`src/rtl/mem_read_arbiter_pkg.sv`:
```
// Request/response types, FSM state codes and defaults shared by the read-port arbiter.
package mem_read_arbiter_pkg;

    typedef struct packed {
        logic        en;
        logic [31:0] addr;
        logic [3:0]  mask;
    } mem_read_req_t;

    typedef struct packed {
        logic        valid;
        logic        done;
        logic [31:0] data;
    } mem_read_rsp_t;

    typedef logic [1:0] arb_state_t;

    localparam arb_state_t IDLE       = 2'd0;
    localparam arb_state_t GRANT_INST = 2'd1;
    localparam arb_state_t GRANT_DATA = 2'd2;

    localparam mem_read_rsp_t mem_read_rsp_idle = '0;
    localparam mem_read_req_t mem_read_req_idle = '0;

    localparam int unsigned DEFAULT_STARVE_LIMIT = 4;
    localparam int unsigned DEFAULT_TIMEOUT      = 64;

    // Terminating response: completes the transaction without valid data.
    function automatic mem_read_rsp_t timeout_rsp();
        mem_read_rsp_t rsp;
        rsp      = mem_read_rsp_idle;
        rsp.done = 1'b1;
        return rsp;
    endfunction

endpackage

```
`src/rtl/arb_watchdog.sv`:
```
// Grant-age counter; o_expired flags the last cycle a grant may wait for completion.
module arb_watchdog
    import mem_read_arbiter_pkg::*;
#(
    parameter int unsigned TIMEOUT = DEFAULT_TIMEOUT
) (
    input  logic i_clk,
    input  logic i_rst,
    input  logic i_clear,
    input  logic i_enable,
    output logic o_expired
);

    localparam logic [15:0] EXPIRE_AT = 16'(TIMEOUT - 1);

    logic [15:0] r_count;

    always_ff @(posedge i_clk) begin
        if (i_rst || i_clear) begin
            r_count <= '0;
        end else if (i_enable) begin
            r_count <= r_count + 16'd1;
        end
    end

    assign o_expired = i_enable && (r_count == EXPIRE_AT);

endmodule

```
`src/rtl/mem_read_arbiter.sv`:
```
// Shares one memory read port between fetch and load: data-first with a fetch starvation
// bound, grant held until done, and a watchdog that terminates hung transactions.
module mem_read_arbiter
    import mem_read_arbiter_pkg::*;
#(
    parameter int unsigned STARVE_LIMIT = DEFAULT_STARVE_LIMIT,
    parameter int unsigned TIMEOUT      = DEFAULT_TIMEOUT
) (
    input  logic          i_clk,
    input  logic          i_rst,
    input  mem_read_req_t i_inst_req,
    output mem_read_rsp_t o_inst_rsp,
    input  mem_read_req_t i_data_req,
    output mem_read_rsp_t o_data_rsp,
    output mem_read_req_t o_mem_req,
    input  mem_read_rsp_t i_mem_rsp,
    output logic          o_busy
);

    localparam logic [7:0] STARVE_MAX = 8'(STARVE_LIMIT);

    arb_state_t    r_state;
    arb_state_t    w_state_next;
    logic [7:0]    r_starve_cnt;
    logic [7:0]    w_starve_next;
    mem_read_req_t w_owner_req;
    mem_read_rsp_t w_owner_rsp;
    logic          w_granted;
    logic          w_done;
    logic          w_abort;
    logic          w_expired;
    logic          w_timeout;
    logic          w_select;
    logic          w_win_data;
    logic          w_win_inst;
    logic          w_wd_clear;

    // Abort outranks the watchdog: an owner that withdrew gets no terminating response.
    always_comb begin
        w_granted   = (r_state == GRANT_INST) || (r_state == GRANT_DATA);
        w_owner_req = (r_state == GRANT_DATA) ? i_data_req : i_inst_req;
        w_done      = w_granted && i_mem_rsp.done;
        w_abort     = w_granted && !i_mem_rsp.done && !w_owner_req.en;
        w_timeout   = w_expired && !i_mem_rsp.done && !w_abort;
        w_select    = !w_granted || w_done || w_timeout;
        w_wd_clear  = w_select || w_abort;
    end

    always_comb begin
        w_win_data = i_data_req.en && ((r_starve_cnt < STARVE_MAX) || !i_inst_req.en);
        w_win_inst = i_inst_req.en && !w_win_data;
    end

    always_comb begin
        w_state_next = r_state;
        if (w_select) begin
            if (w_win_data) begin
                w_state_next = GRANT_DATA;
            end else if (w_win_inst) begin
                w_state_next = GRANT_INST;
            end else begin
                w_state_next = IDLE;
            end
        end else if (w_abort) begin
            w_state_next = IDLE;
        end
    end

    always_comb begin
        w_starve_next = r_starve_cnt;
        if (!i_inst_req.en || (w_select && w_win_inst)) begin
            w_starve_next = '0;
        end else if (w_select && w_win_data && (r_starve_cnt < STARVE_MAX)) begin
            w_starve_next = r_starve_cnt + 8'd1;
        end
    end

    always_ff @(posedge i_clk) begin
        if (i_rst) begin
            r_state      <= IDLE;
            r_starve_cnt <= '0;
        end else begin
            r_state      <= w_state_next;
            r_starve_cnt <= w_starve_next;
        end
    end

    arb_watchdog #(
        .TIMEOUT (TIMEOUT)
    ) u_watchdog (
        .i_clk     (i_clk),
        .i_rst     (i_rst),
        .i_clear   (w_wd_clear),
        .i_enable  (w_granted),
        .o_expired (w_expired)
    );

    always_comb begin
        w_owner_rsp = i_mem_rsp;
        if (w_abort) begin
            w_owner_rsp = mem_read_rsp_idle;
        end else if (w_timeout) begin
            w_owner_rsp = timeout_rsp();
        end

        o_mem_req  = mem_read_req_idle;
        o_inst_rsp = mem_read_rsp_idle;
        o_data_rsp = mem_read_rsp_idle;
        if (w_granted) begin
            o_mem_req.en   = w_owner_req.en && !w_timeout;
            o_mem_req.addr = w_owner_req.addr;
            o_mem_req.mask = w_owner_req.mask;
        end
        if (r_state == GRANT_INST) begin
            o_inst_rsp = w_owner_rsp;
        end
        if (r_state == GRANT_DATA) begin
            o_data_rsp = w_owner_rsp;
        end
        o_busy = w_granted;
    end

endmodule

```
`config.mk`:
```
export PLATFORM = sky130hd
export DESIGN_NAME = mem_read_arbiter
export DESIGN_NICKNAME = d
export VERILOG_FILES = /design/src/rtl/mem_read_arbiter_pkg.sv /design/src/rtl/arb_watchdog.sv /design/src/rtl/mem_read_arbiter.sv
export SDC_FILE = /design/constraint.sdc
export NUM_CORES = 1
export LEC_CHECK = 0
export ABC_CLOCK_PERIOD_IN_PS = 6100
export BUFFER_PORTS_ARGS = -buffer_cell sky130_fd_sc_hd__buf_2
export CORE_AREA = 2 2 83 85
export DETAILED_ROUTE_END_ITERATION = 16
export DIE_AREA = 0 0 85 87
export GPL_TIMING_DRIVEN = 0
export PLACE_DENSITY = 0.77
export SKIP_LAST_GASP = 1
export SLEW_MARGIN = 20
export SYNTH_ARGS = -nofsm -noshare
export SYNTH_HDL_FRONTEND = slang
export SYNTH_SLANG_ARGS = --single-unit
```
`constraint.sdc`:
```
create_clock -name i_clk -period 6.1 [get_ports i_clk]
set_clock_uncertainty 0.2 [all_clocks]
set_input_delay 0.305 -clock i_clk [delete_from_list [all_inputs] [get_ports i_clk]]
set_output_delay 0.305 -clock i_clk [all_outputs]
set_load 0.03 [all_outputs]
```
==> flow_summary.ini <==
[run_status]
status = finished, final reports clean

[grt]
grt_max_degree = 16
overflow = 0
antenna_found_initial = 0
grt_util_all_layers_pct = 19.5
grt_pass1_wl_um = 12100
grt_pass1_vias = 2612
top_usage_layer = met2
grtUsageMet1_pct = 27.2
met2_usage_pct = 31.5
use_met3_pct = 3.89

[floorplanning]
ios = 216
die_x_um = 85
initial_core_util_pct = 34.4
core_mm2 = 0.00657
rows = 30
die_area_mm2 = 0.00740
die_y_um = 87

[critical_path]
r2r-end = u_watchdog.r_count[2]
crit_chain = inv_1 > ha_1 > mux2_2 > and4_1 > a21oi_1 > clkbuf_1 > and2_1 > buf_2
reg2reg_slack_ps = 3580
reg2reg_from = r_state[0]
crit_fanout = 10
critPathLaunchType = flip-flop
crit_path_max_incr_delay_ps = 460
slowest_stage = a21oi_1
required_ps = 5590
arrival_ps = 2670
cp-end-kind = output port
crit_type = reg2out
reg2regPathDepth = 8

[placed_design]
postPlaceCellArea_mm2 = 0.00344
dp_hpwl_um = 6520
port_buffers = 215
place_congestion = 0.823

[synthesis]
synth_simple_gate_area_share_pct = 41.3
synthFlopType = dfxtp_1
postSynth.asyncResetShare_pct = 0
syn_nets = 411
synth_edf_count = 0
synth_warnings = 0
synth_area_mm2 = 0.00226
yosysSeqAreaShare_pct = 23.0
synthCells = 297
synth_area_per_cell_um2 = 7.62
ys_seq_elements = 26
synth-compound-area-share_pct = 6.31
synth-xor-area-share_pct = 4.26
synth_fa_ha_area_share_pct = 2.21
synth_top_family_by_area = simple AND/OR/NAND/NOR gates
ys_types = 41
synth.area.mux_share_pct = 18.6

[finish]
syn2layout_area_growth_pct = 55.1
diodes = 0
final_common_cell = buf_2
nets = 631
fillers = 645
final_cell_area_mm2 = 0.00351
multi_input_area_mm2 = 0.00164
layout_common_cells = buf_2, and2_1, nor2_1, mux2i_1, dfxtp_1
drive_gt1_share_pct = 45.3
seq_area_um2 = 520

[power]
netSwitchingPower_uw = 209
seq_power_share_pct = 30.9
combPwrFrac_pct = 43.4
switching_share_pct = 37.6
total_power_uw = 555
p_leak_uw = 0.00189
p_int_uw = 346
pwr-share-clk_pct = 25.7
power.density_mw_per_mm2 = 158
peakVddDrop_mv = 0.0929

[sta]
fmax_mhz = 315
finalSetupTns_ps = 0
tightest_slew_ps = 568
period_needed_ps = 3180
slew_violations = 0
grt_setup_unrepaired = no
max-slew-margin-rel_pct = 61.9
fin_crit_sh_pct = 52.1
setup_violations = 0
finalHoldViolations = 0

[clock_tree]
hold_buffers = 0
clkTransAtPathRegs_ps = 90
htreeDepth = 1
post_cts_buffers = 0
cts_buffer_depth = 2
clock_latency_ps = 270
cts_tree = built
cts_resized = 0
cts-root-buf = clkbuf_8
cts.sinks = 26
cts_inserted_buffers = 3

[hold_path]
min_to = r_state[1]
hold_path_class = in2reg
min_path_cells = 3
holdCritStartpoint = i_rst

[routing]
drt_iter0_markers = 103
wl_um = 7760
drc_errors = 0
wl_per_cell_um = 13.0
first_pass_iters = 4
vias = 2798
postRouteAntennaNets = 0
viasPerCell = 4.69

[run]
maxCapViolCount = 0
-- sequential cells by signal (all words and copies together), names as in the netlist --
register and count:
u_watchdog.r_count 16, r_starve_cnt 8, r_state 2
-- cell type report --
cell class / count / area share [%]
flip-flops and latches: 26 / 14.8
plain buffers: 16 / 2.14
clock inverters: 1 / 0.856
repair buffers: 215 / 30.7
clock buffers: 3 / 1.18
multi-input cells: 249 / 46.8
inverters: 6 / 0.642
well taps: 80 / 2.85
-- power by group through the flow --
stage	logic (uW)	registers [uW]	clock network (uW)
2_1_floorplan	154	176	0
3_3_place_gp	236	176	0
3_5_place_dp	240	176	0
4_1_cts	241	172	145
5_1_grt	259	172	149
6_report	241	172	143
-- per-layer routing --
layer,part of all wire [%],vias up
met1,46,1284
met2,48,75
met3,5.1,8
met5,0,-
li1,-,1431
met4,0.71,0
-- per-stage QoR --
stage | setup WS (ps) | cells | hold WS, ps | util (%)
floorplan | 3700 | 297 | 230 | -
global placement | 3220 | 592 | 245 | 52.3
detailed placement | 3230 | 592 | 246 | 52.3
CTS | 2900 | 596 | 174 | 53.4
global route | 2730 | 596 | 194 | 53.4
finish | 2920 | 596 | 172 | 53.4
-- worst max-delay path: cells and delay by family (launching register included) --
family / cells / cell delay [ps]
buf+inv: 3 / 600
fa+ha+maj: 1 / 230
compound gates: 1 / 460
flops: 1 / 330
mux: 1 / 380
simple gates: 2 / 400
-- worst max path at each step --
stage | start | end | slack, ps | depth (start not counted)
final | r_state[0] | o_inst_rsp[8] | 2920 | 8
after global routing | r_state[0] | o_data_rsp[2] | 2730 | 8
after CTS | r_state[0] | o_inst_rsp[5] | 2900 | 8
after floorplan | r_state[0] | o_data_rsp[10] | 3700 | 7
after detailed placement | r_state[0] | o_inst_rsp[5] | 3230 | 8
after global placement | r_state[0] | o_inst_rsp[5] | 3220 | 8
-- synthesized netlist by cell type, types with 2 or more instances --
master	instances	area share [%]
o21ai_0	3	0.66
nand4_1	3	0.83
o21a_1	2	0.66
xor2_1	4	1.5
o31ai_1	3	1.0
a21oi_1	6	1.3
dfxtp_1	26	23
nand3_1	5	1.1
xnor2_1	7	2.7
and2_1	71	20
nand2_1	12	2.0
inv_1	6	1.0
nor2_1	54	9.0
or2_2	3	0.83
buf_1	2	0.33
mux2i_1	41	18
or3_1	2	0.55
nor2b_1	2	0.55
nor4_1	6	1.7
or4_4	2	1.0
clkbuf_1	9	1.5
nor3_1	3	0.66
nand3b_1	2	0.66
buf_2	3	0.66
ha_1	4	2.2
-- cells by family after synthesis --
group           after synthesis
simple gates                171
mux                          42
flops                        26
buf+inv                      22
compound gates               21
xor+xnor                     11
fa+ha+maj                     4
No activity file was read; power rests on OpenSTA's default activity.
